**config.mk**
```make
export PLATFORM = sky130hd
export DESIGN_NAME = seg7_scan_decoder
export DESIGN_NICKNAME = d
export VERILOG_FILES = /design/src/rtl/seg7_scan_decoder.sv
export SDC_FILE = /design/constraint.sdc
export NUM_CORES = 1
export LEC_CHECK = 0
export CORE_MARGIN = 5
export CORE_UTILIZATION = 55
export DETAILED_ROUTE_END_ITERATION = 10
export HOLD_SLACK_MARGIN = 0.08
export PLACE_DENSITY = 0.88
export RECOVER_POWER = 100
export SETUP_SLACK_MARGIN = 0.3
export SLEW_MARGIN = 0
export SYNTH_ARGS = -nofsm -noshare
export SYNTH_HDL_FRONTEND = slang
export SYNTH_SLANG_ARGS = --single-unit
```
**constraint.sdc**
```tcl
create_clock -name clk -period 15.4 [get_ports clk]
set_input_delay 1.54 -clock clk [delete_from_list [all_inputs] [get_ports clk]]
set_output_delay 1.54 -clock clk [all_outputs]
set_load 0.01 [all_outputs]
```
**src/rtl/seg7_scan_decoder.sv**
```systemverilog
// Watches a multiplexed active-low 7-segment bus and rebuilds the hex digit shown
// on each anode position once its pattern has been stable for STABLE_CYCLES clocks.
module seg7_scan_decoder #(
  parameter int NUM_DIGITS    = 8,
  parameter int STABLE_CYCLES = 4
) (
  input  logic                    clk,
  input  logic                    reset,
  input  logic [NUM_DIGITS-1:0]   an,
  input  logic                    a,
  input  logic                    b,
  input  logic                    c,
  input  logic                    d,
  input  logic                    e,
  input  logic                    f,
  input  logic                    g,
  output logic [4*NUM_DIGITS-1:0] digits,
  output logic [NUM_DIGITS-1:0]   digit_valid,
  output logic [NUM_DIGITS-1:0]   blank_mask,
  output logic                    upd_stb,
  output logic [2:0]              upd_idx,
  output logic                    seg_err,
  output logic                    err_sticky
);

  localparam int CW = $clog2(STABLE_CYCLES + 1);

  typedef enum logic [1:0] {IDLE, TRACK, HOLD} state_t;

  state_t                  state, state_nxt;
  logic [CW-1:0]           cnt, cnt_nxt;
  logic [NUM_DIGITS-1:0]   an_q, an_p;
  logic [6:0]              seg_q, seg_p;
  logic [3:0]              zero_cnt;
  logic [2:0]              sel_idx;
  logic                    sel_valid;
  logic                    same;
  logic                    capture;
  logic [3:0]              dec_hex;
  logic                    dec_legal;
  logic                    dec_blank;

  // an_p/seg_p hold the previous registered sample for run-length comparison
  always_ff @(posedge clk or negedge reset) begin
    if (!reset) begin
      an_q  <= '1;
      seg_q <= 7'b1111111;
      an_p  <= '1;
      seg_p <= 7'b1111111;
    end else begin
      an_q  <= an;
      seg_q <= {a, b, c, d, e, f, g};
      an_p  <= an_q;
      seg_p <= seg_q;
    end
  end

  always_comb begin
    zero_cnt = '0;
    sel_idx  = '0;
    for (int i = 0; i < NUM_DIGITS; i++) begin
      if (!an_q[i]) begin
        zero_cnt = zero_cnt + 4'd1;
        sel_idx  = 3'(i);
      end
    end
  end

  assign sel_valid = (zero_cnt == 4'd1);
  assign same      = ({an_q, seg_q} == {an_p, seg_p});

  always_comb begin
    state_nxt = state;
    cnt_nxt   = cnt;
    capture   = 1'b0;
    if (!sel_valid) begin
      state_nxt = IDLE;
      cnt_nxt   = '0;
    end else begin
      case (state)
        IDLE: begin
          state_nxt = TRACK;
          cnt_nxt   = CW'(1);
        end
        TRACK: begin
          if (!same) begin
            cnt_nxt = CW'(1);
          end else if (cnt == CW'(STABLE_CYCLES - 1)) begin
            capture   = 1'b1;
            state_nxt = HOLD;
          end else begin
            cnt_nxt = cnt + CW'(1);
          end
        end
        HOLD: begin
          if (!same) begin
            state_nxt = TRACK;
            cnt_nxt   = CW'(1);
          end
        end
        default: begin
          state_nxt = IDLE;
          cnt_nxt   = '0;
        end
      endcase
    end
  end

  always_comb begin
    dec_hex   = 4'h0;
    dec_legal = 1'b1;
    dec_blank = 1'b0;
    case (seg_q)
      7'b0000001: dec_hex = 4'h0;
      7'b1001111: dec_hex = 4'h1;
      7'b0010010: dec_hex = 4'h2;
      7'b0000110: dec_hex = 4'h3;
      7'b1001100: dec_hex = 4'h4;
      7'b0100100: dec_hex = 4'h5;
      7'b0100000: dec_hex = 4'h6;
      7'b0001111: dec_hex = 4'h7;
      7'b0000000: dec_hex = 4'h8;
      7'b0001100: dec_hex = 4'h9;
      7'b0001000: dec_hex = 4'hA;
      7'b1100000: dec_hex = 4'hB;
      7'b0110001: dec_hex = 4'hC;
      7'b1000010: dec_hex = 4'hD;
      7'b0110000: dec_hex = 4'hE;
      7'b0111000: dec_hex = 4'hF;
      7'b1111111: begin
        dec_legal = 1'b0;
        dec_blank = 1'b1;
      end
      default:    dec_legal = 1'b0;
    endcase
  end

  always_ff @(posedge clk or negedge reset) begin
    if (!reset) begin
      state <= IDLE;
      cnt   <= '0;
    end else begin
      state <= state_nxt;
      cnt   <= cnt_nxt;
    end
  end

  // Capture writes only the selected position; the digit value survives blank/illegal
  always_ff @(posedge clk or negedge reset) begin
    if (!reset) begin
      digits      <= '0;
      digit_valid <= '0;
      blank_mask  <= '0;
      upd_stb     <= 1'b0;
      upd_idx     <= '0;
      seg_err     <= 1'b0;
      err_sticky  <= 1'b0;
    end else begin
      upd_stb <= 1'b0;
      seg_err <= 1'b0;
      if (capture) begin
        upd_stb <= 1'b1;
        upd_idx <= sel_idx;
        for (int i = 0; i < NUM_DIGITS; i++) begin
          if (sel_idx == 3'(i)) begin
            digit_valid[i] <= dec_legal;
            blank_mask[i]  <= dec_blank;
            if (dec_legal) digits[4*i +: 4] <= dec_hex;
          end
        end
        if (!dec_legal && !dec_blank) begin
          seg_err    <= 1'b1;
          err_sticky <= 1'b1;
        end
      end
    end
  end

endmodule

```
After elaboration in Yosys (flattened, before gate mapping)
Cells that the tools add are included.
{"block": "classes", "n_reduce_logical": 26, "eq_ne": 32, "n_addsub": 8, "multipliers": 0, "div": 0, "bitwise_logic": 0, "n_shift": 0, "magnitude_cmp": 0, "n_mux": 35}
{"cell": "$pmux W4 S15", "count": 1}
{"cell": "$eq A7 B6 Y1 const B", "count": 5}
{"cell": "$eq A7 B7 Y1 const B", "count": 5}
{"cell": "$mux W3", "count": 10}
{"cell": "$add A4 B1 Y4 const B", "count": 7}
{"cell": "$mux W4", "count": 7}
{"cell": "$reduce_and A3 Y1", "count": 9}
{"cell": "$eq A7 B4 Y1 const B", "count": 3}
{"cell": "$reduce_and A2 Y1", "count": 10}
{"cell": "$reduce_or A16 Y1", "count": 1}
{"cell": "$eq A15 B15 Y1", "count": 1}
{"cell": "$eq A3 B3 Y1 const B", "count": 4}
{"cell": "$mux W1", "count": 11}
{"cell": "$eq A3 B2 Y1 const B", "count": 3}
{"cell": "$ne A3 B3 Y1 const B", "count": 3}
{"cell": "$pmux W3 S3", "count": 1}
{"cell": "$mux W2", "count": 4}
{"cell": "$eq A7 B1 Y1 const B", "count": 1}
{"cell": "$eq A7 B3 Y1 const B", "count": 1}
{"cell": "$eq A7 B5 Y1 const B", "count": 1}
{"cell": "$logic_not A7 Y1", "count": 1}
{"cell": "$pmux W2 S3", "count": 1}
{"cell": "$eq A4 B1 Y1 const B", "count": 1}
{"cell": "$ne A4 B4 Y1 const B", "count": 1}
{"cell": "8 further kinds", "count": 9}
{"block": "totals", "reg_bits": 89, "mem_count": 0, "word_cells": 135, "input_bits": 17, "latch_bits": 0, "ram_bits": 0, "rom_bits": 0, "out_inout_bits": 54}

Longest topological paths before layout
{"block": "logic_depth", "ltp_word": 18, "ltp_mapped": 26, "depth_no_buf": 25}

Worst setup path after synthesis
OpenSTA, ideal clock, no wires.
{"block": "synth_timing", "path_type": "flip-flop to flip-flop", "start": "reg an_q[0]", "end": "reg digits[29]", "stages_incl_launch_ff": 26, "required_time_ps": 15279, "slack_ps": 10264, "synth_period_minus_slack_ps": 5136, "setup_ps": 121, "arrival_ps": 5015, "path_buffers": 1, "path_cell_list": "dfstp_2 -> inv_1 -> ha_1 -> nand2b_1 -> and2_1 -> ha_1 -> nand2b_1 -> nand2_1 -> ha_1 -> nor2b_1 -> a21o_1 -> ha_1 -> nor2b_1 -> a41oi_1 -> and2_1 -> inv_1 -> ha_1 -> nor2_1 -> a21oi_1 -> ha_1 -> nor4_1 -> a221o_1 -> o2bb2ai_2 -> buf_6 -> or4_1 -> a22o_1"}
{"block": "synth_between", "elab_chain_len": 18, "elab_cells_between_ends": 21, "classes_between": "add/sub: 7; eq/ne: 2; mux: 11; reduce/logical: 1"}
{"item": "start, declared", "line_no": "32", "source": "logic [NUM_DIGITS-1:0] an_q, an_p;"}
{"item": "start signal, assigned", "line_no": "51", "source": "an_q <= an;"}
{"item": "$mux W1", "line_no": "62", "source": "if (!an_q[i]) begin"}
{"item": "$add A4 B1 Y4", "line_no": "63", "source": "zero_cnt = zero_cnt + 4'd1;"}
{"item": "$mux W4", "line_no": "62"}
{"item": "$add A4 B1 Y4", "line_no": "63"}
{"item": "$mux W4", "line_no": "62"}
{"item": "$add A4 B1 Y4", "line_no": "63"}
{"item": "$mux W4", "line_no": "62"}
{"item": "$add A4 B1 Y4", "line_no": "63"}
{"item": "[... 2 more ...]"}
{"item": "$mux W4", "line_no": "62"}
{"item": "$add A4 B1 Y4", "line_no": "63"}
{"item": "$mux W4", "line_no": "62"}
{"item": "$add A4 B1 Y4", "line_no": "63"}
{"item": "$mux W4", "line_no": "62"}
{"item": "$eq A4 B1 Y1", "line_no": "69", "source": "assign sel_valid = (zero_cnt == 4'd1);"}
{"item": "$mux W1 (*)", "line_no": "76", "source": "if (!sel_valid) begin"}
{"item": "$reduce_and A3 Y1 (no source line) (*)"}
{"item": "end signal, assigned by index", "line_no": "168", "source": "if (dec_legal) digits[4*i +: 4] <= dec_hex;"}
{"item": "end, declared", "line_no": "17", "source": "output logic [4*NUM_DIGITS-1:0] digits,"}
Every way passes the cells marked *; elsewhere a longest branch is shown, timed or not.
A chain may end at the register's enable or synchronous reset.

Final worst setup path
{"block": "layout_timing", "start": "reg an_q[0]", "end": "reg digits[24]"}
Same word-level chain as after synthesis.

==> impl_metrics.tcl <==
set metrics [dict create \
    outcome "finished with violations" \
    failed_checks "max-capacitance violations, max-slew violations" \
    power.density_nw_per_um2 92.5 \
    cap_violations 1 \
    drc 0 \
    finClkSkew_ns 0.0124 \
    ys.flop_type "dfrtp_1" \
    rsz0062_at_grt "false" \
    critPathSlowestCell "nor4_1" \
    fin_crit_ns 6.46 \
    grtUsageTotal_pct 21.0 \
    layout_commonest_cell "dlygate4sd3_1" \
    row_count 33 \
    core-area_um2 8090 \
    slowest_delay_ns 0.98 \
    yosys-top-cells-area "dfrtp_1 (33%), dfstp_2 (18%), mux2_2 (9.5%), xor2_1 (2.9%), xnor2_1 (2.5%)" \
    cts_buffers 9 \
    power_leakage_nw 2.47 \
    synth_edf_count 0 \
    portBuffers 70 \
    postCtsSetupBuffers 0 \
    relSlewSlack_pct -200 \
    drtPass1Iterations 5 \
    grt_pass1_wl_um 16800 \
    min-delay-start "an_q[1]" \
    swShare_pct 31.6 \
    io_pins 71 \
    grt_pass1_vias 3385 \
    switchingPower_mw 0.157 \
    cts_hold_buf 0 \
    cp.arrival_ns 6.71 \
    layout_common_cells "dlygate4sd3_1 (69), dfrtp_1 (59), mux2_2 (34), nand2_1 (20)" \
    power_frac_seq_pct 51.1 \
    die-area_um2 10100 \
    finalNetCount 479 \
    hp-class "register to register" \
    initial_core_util_pct 55.6 \
    async_flop_share_pct 100 \
    clkTransAtPathRegs_ns 0.10 \
    finalHoldViolations 0 \
    yosysTopAreaCell "dfrtp_1" \
    ant_nets 0 \
    dieWidth_um 100 \
    tightest_slew_ns 4.50 \
    cp_top_family "simple AND/OR/NAND/NOR gates" \
    crit_top_cell "ha_1" \
    area_growth_pct 19.1 \
    dieHeight_um 100 \
    post_drt_wl_per_cell_um 18.0 \
    drt_iter0_drc 228 \
    drive_gt1_share_pct 16.2 \
    viasPerCell 5.83 \
    fmax_mhz 155 \
    cp-startpoint "an_q[0]" \
    reg2reg_from "an_q[0]" \
    clockBufferDepth 2 \
    grt_max_degree 90 \
    cts_tree "built" \
    intPower_mw 0.339 \
    cts_max_level 3 \
    cp_max_fo 15 \
    syn_inst 391 \
    finalWorstSetupSlack_ns 8.94 \
    antenna_found_initial 0 \
    synth_seq_cells 89 \
    vdd_drop_max_mv 0.0684 \
    num_vias 3285 \
    place_hpwl_um 7200 \
    setup-violations-final 0 \
    syn_area_per_cell_um2 11.5 \
    gp_congestion 0.902 \
    overflow 0 \
    routed_wirelength_um 10100 \
    clk_latency_ns 0.37 \
    dp_slack_ns 9.49 \
    worstPathRequired_ns 15.65 \
    finalCritPeriodShare_pct 41.9 \
    fill_cells 629 \
    antenna-diode-count 0 \
    p_clk_share_pct 32.0 \
    power_frac_comb_pct 16.9 \
    synthesis.nets 417 \
    synth_cell_type_count 61 \
    cts.sinks 89 \
    path_class "register to register" \
    critPathCaptureType "register" \
    syn-cell-area_um2 4500 \
    crit_buf_inv 2 \
    seq_area_frac_synth_pct 50.3 \
    cts.root.buffer_cell "clkbuf_8" \
    finalSetupTns_ns 0 \
    synth_top_cell_area_share_pct 32.8 \
    path_cells "inv_1 > ha_1 > nand2b_1 > and2_0 > ha_1 > nand2b_1 > nand2_1 > ha_1 > nor2b_1 > a21o_1 > ha_1 > nor2b_1 > a41oi_1 > and2_0 > inv_1 > ha_1 > nor2_1 > a21oi_1 > ha_1 > nor4_1 > a221o_1 > o2bb2ai_1 > nor4_1 > mux2_2" \
    cp-start-kind "register" \
    cts-resized-gates 0 \
    drv_slew 90 \
    ys_warn_count 0 \
]
-- Yosys cell counts, types with 3 or more instances --
library cell  count
xor2_1           15
nand3b_1          3
mux2_2           38
nand4_1           4
nor2_1           16
nand2b_1          8
a22oi_1           3
o21ai_0          11
mux2i_1           6
xnor2_1          13
a21o_1            6
o22ai_1           3
clkbuf_1         13
or4_1             5
nor4_1            9
inv_1            14
nor4_2            4
buf_2             3
dfrtp_1          59
a21oi_1          10
and2_1            6
nand3_1          11
nor3_1           11
dfstp_2          30
or3_1             5
ha_1              9
nor2b_1          10
nor4_4            3
nand2_1          20
-- sequential cells by signal, indices dropped and copies added (netlist names), 2 cells and up --
name,cells
an_p,8
an_q,8
blank_mask,8
cnt,3
digit_valid,8
digits,32
seg_p,7
seg_q,7
state,2
upd_idx,3
-- worst paths after layout --
kind                             endpoint  slack [ns]  cells after the start
max                            digits[24]        8.94                     24
min                               an_p[1]        0.42                      0
max reg2reg                    digits[24]        8.94                     24
min reg2reg                       an_p[1]        0.42                      0
max in group asynchronous  digit_valid[4]       10.12                      1
min in group asynchronous         seg_err        2.77                      1
-- power groups by stage --
stage / Sequential (mW) / Clock (mW) / Combinational [mW]
floorplan: 0.251 / 0 / 0.0775
global placement: 0.257 / 0 / 0.0890
detailed placement: 0.258 / 0 / 0.0921
CTS: 0.254 / 0.161 / 0.0929
global route: 0.254 / 0.172 / 0.0925
finish: 0.253 / 0.159 / 0.0837
-- layout make-up --
type	count	area [um2]	share of cell area (%)
clock buffers	9	124	2.31
repair buffers	72	709	13.2
well taps	105	131	2.45
multi-input cells	266	2000	37.3
inverters	15	56.3	1.05
flip-flops and latches	89	2260	42.3
clock inverters	7	73.8	1.38
-- layer usage --
metal  track usage, %  share of wire (%)  wire, um  up-vias
met5                0                  0         0        -
met4             7.15                1.6       162        0
met3             4.64                4.8       489       16
met2             35.9                 52      5250      110
met1             26.4                 42      4220     1638
li1                 -                  -         -     1521
-- per-stage QoR --
stage | instances | hold slack, ns | utilization [%] | area, um2 | power [mW]
CTS | 563 | 0.397 | 67.3 | 5450 | 0.508
global placement | 547 | 0.378 | 64.9 | 5250 | 0.346
finish | 563 | 0.424 | 66.2 | 5360 | 0.496
floorplan | 391 | 0.353 | - | 4500 | 0.329
global route | 563 | 0.439 | 66.2 | 5360 | 0.519
detailed placement | 547 | 0.387 | 64.9 | 5250 | 0.350
-- worst register-to-register path, delay by kind of cell (launching register included) --
family	cells	cell delay, ns
AO/OA/AOI/OAI	5	0.93
adder cells (fa/ha/maj)	6	1.71
buffers and inverters	2	0.14
flip-flops	1	0.61
multiplexers	1	0.42
AND/OR/NAND/NOR	10	2.53
-- logic make-up (layout without fill, tap and decap cells) --
| logic type | after synthesis | in the layout | share of synthesized area (%) |
|---|---|---|---|
| and+or+nand+nor | 130 | 130 | 17.9 |
| DFF | 89 | 89 | 50.3 |
| AOI/OAI and AO/OA | 53 | 53 | 8.39 |
| muxes | 44 | 44 | 10.8 |
| buffers and inverters | 36 | 103 | 3.42 |
| xor gates and xnor gates | 30 | 30 | 6.61 |
| adders and majority gates | 9 | 9 | 2.50 |
Note: power is estimated with default switching activity, not from simulation.
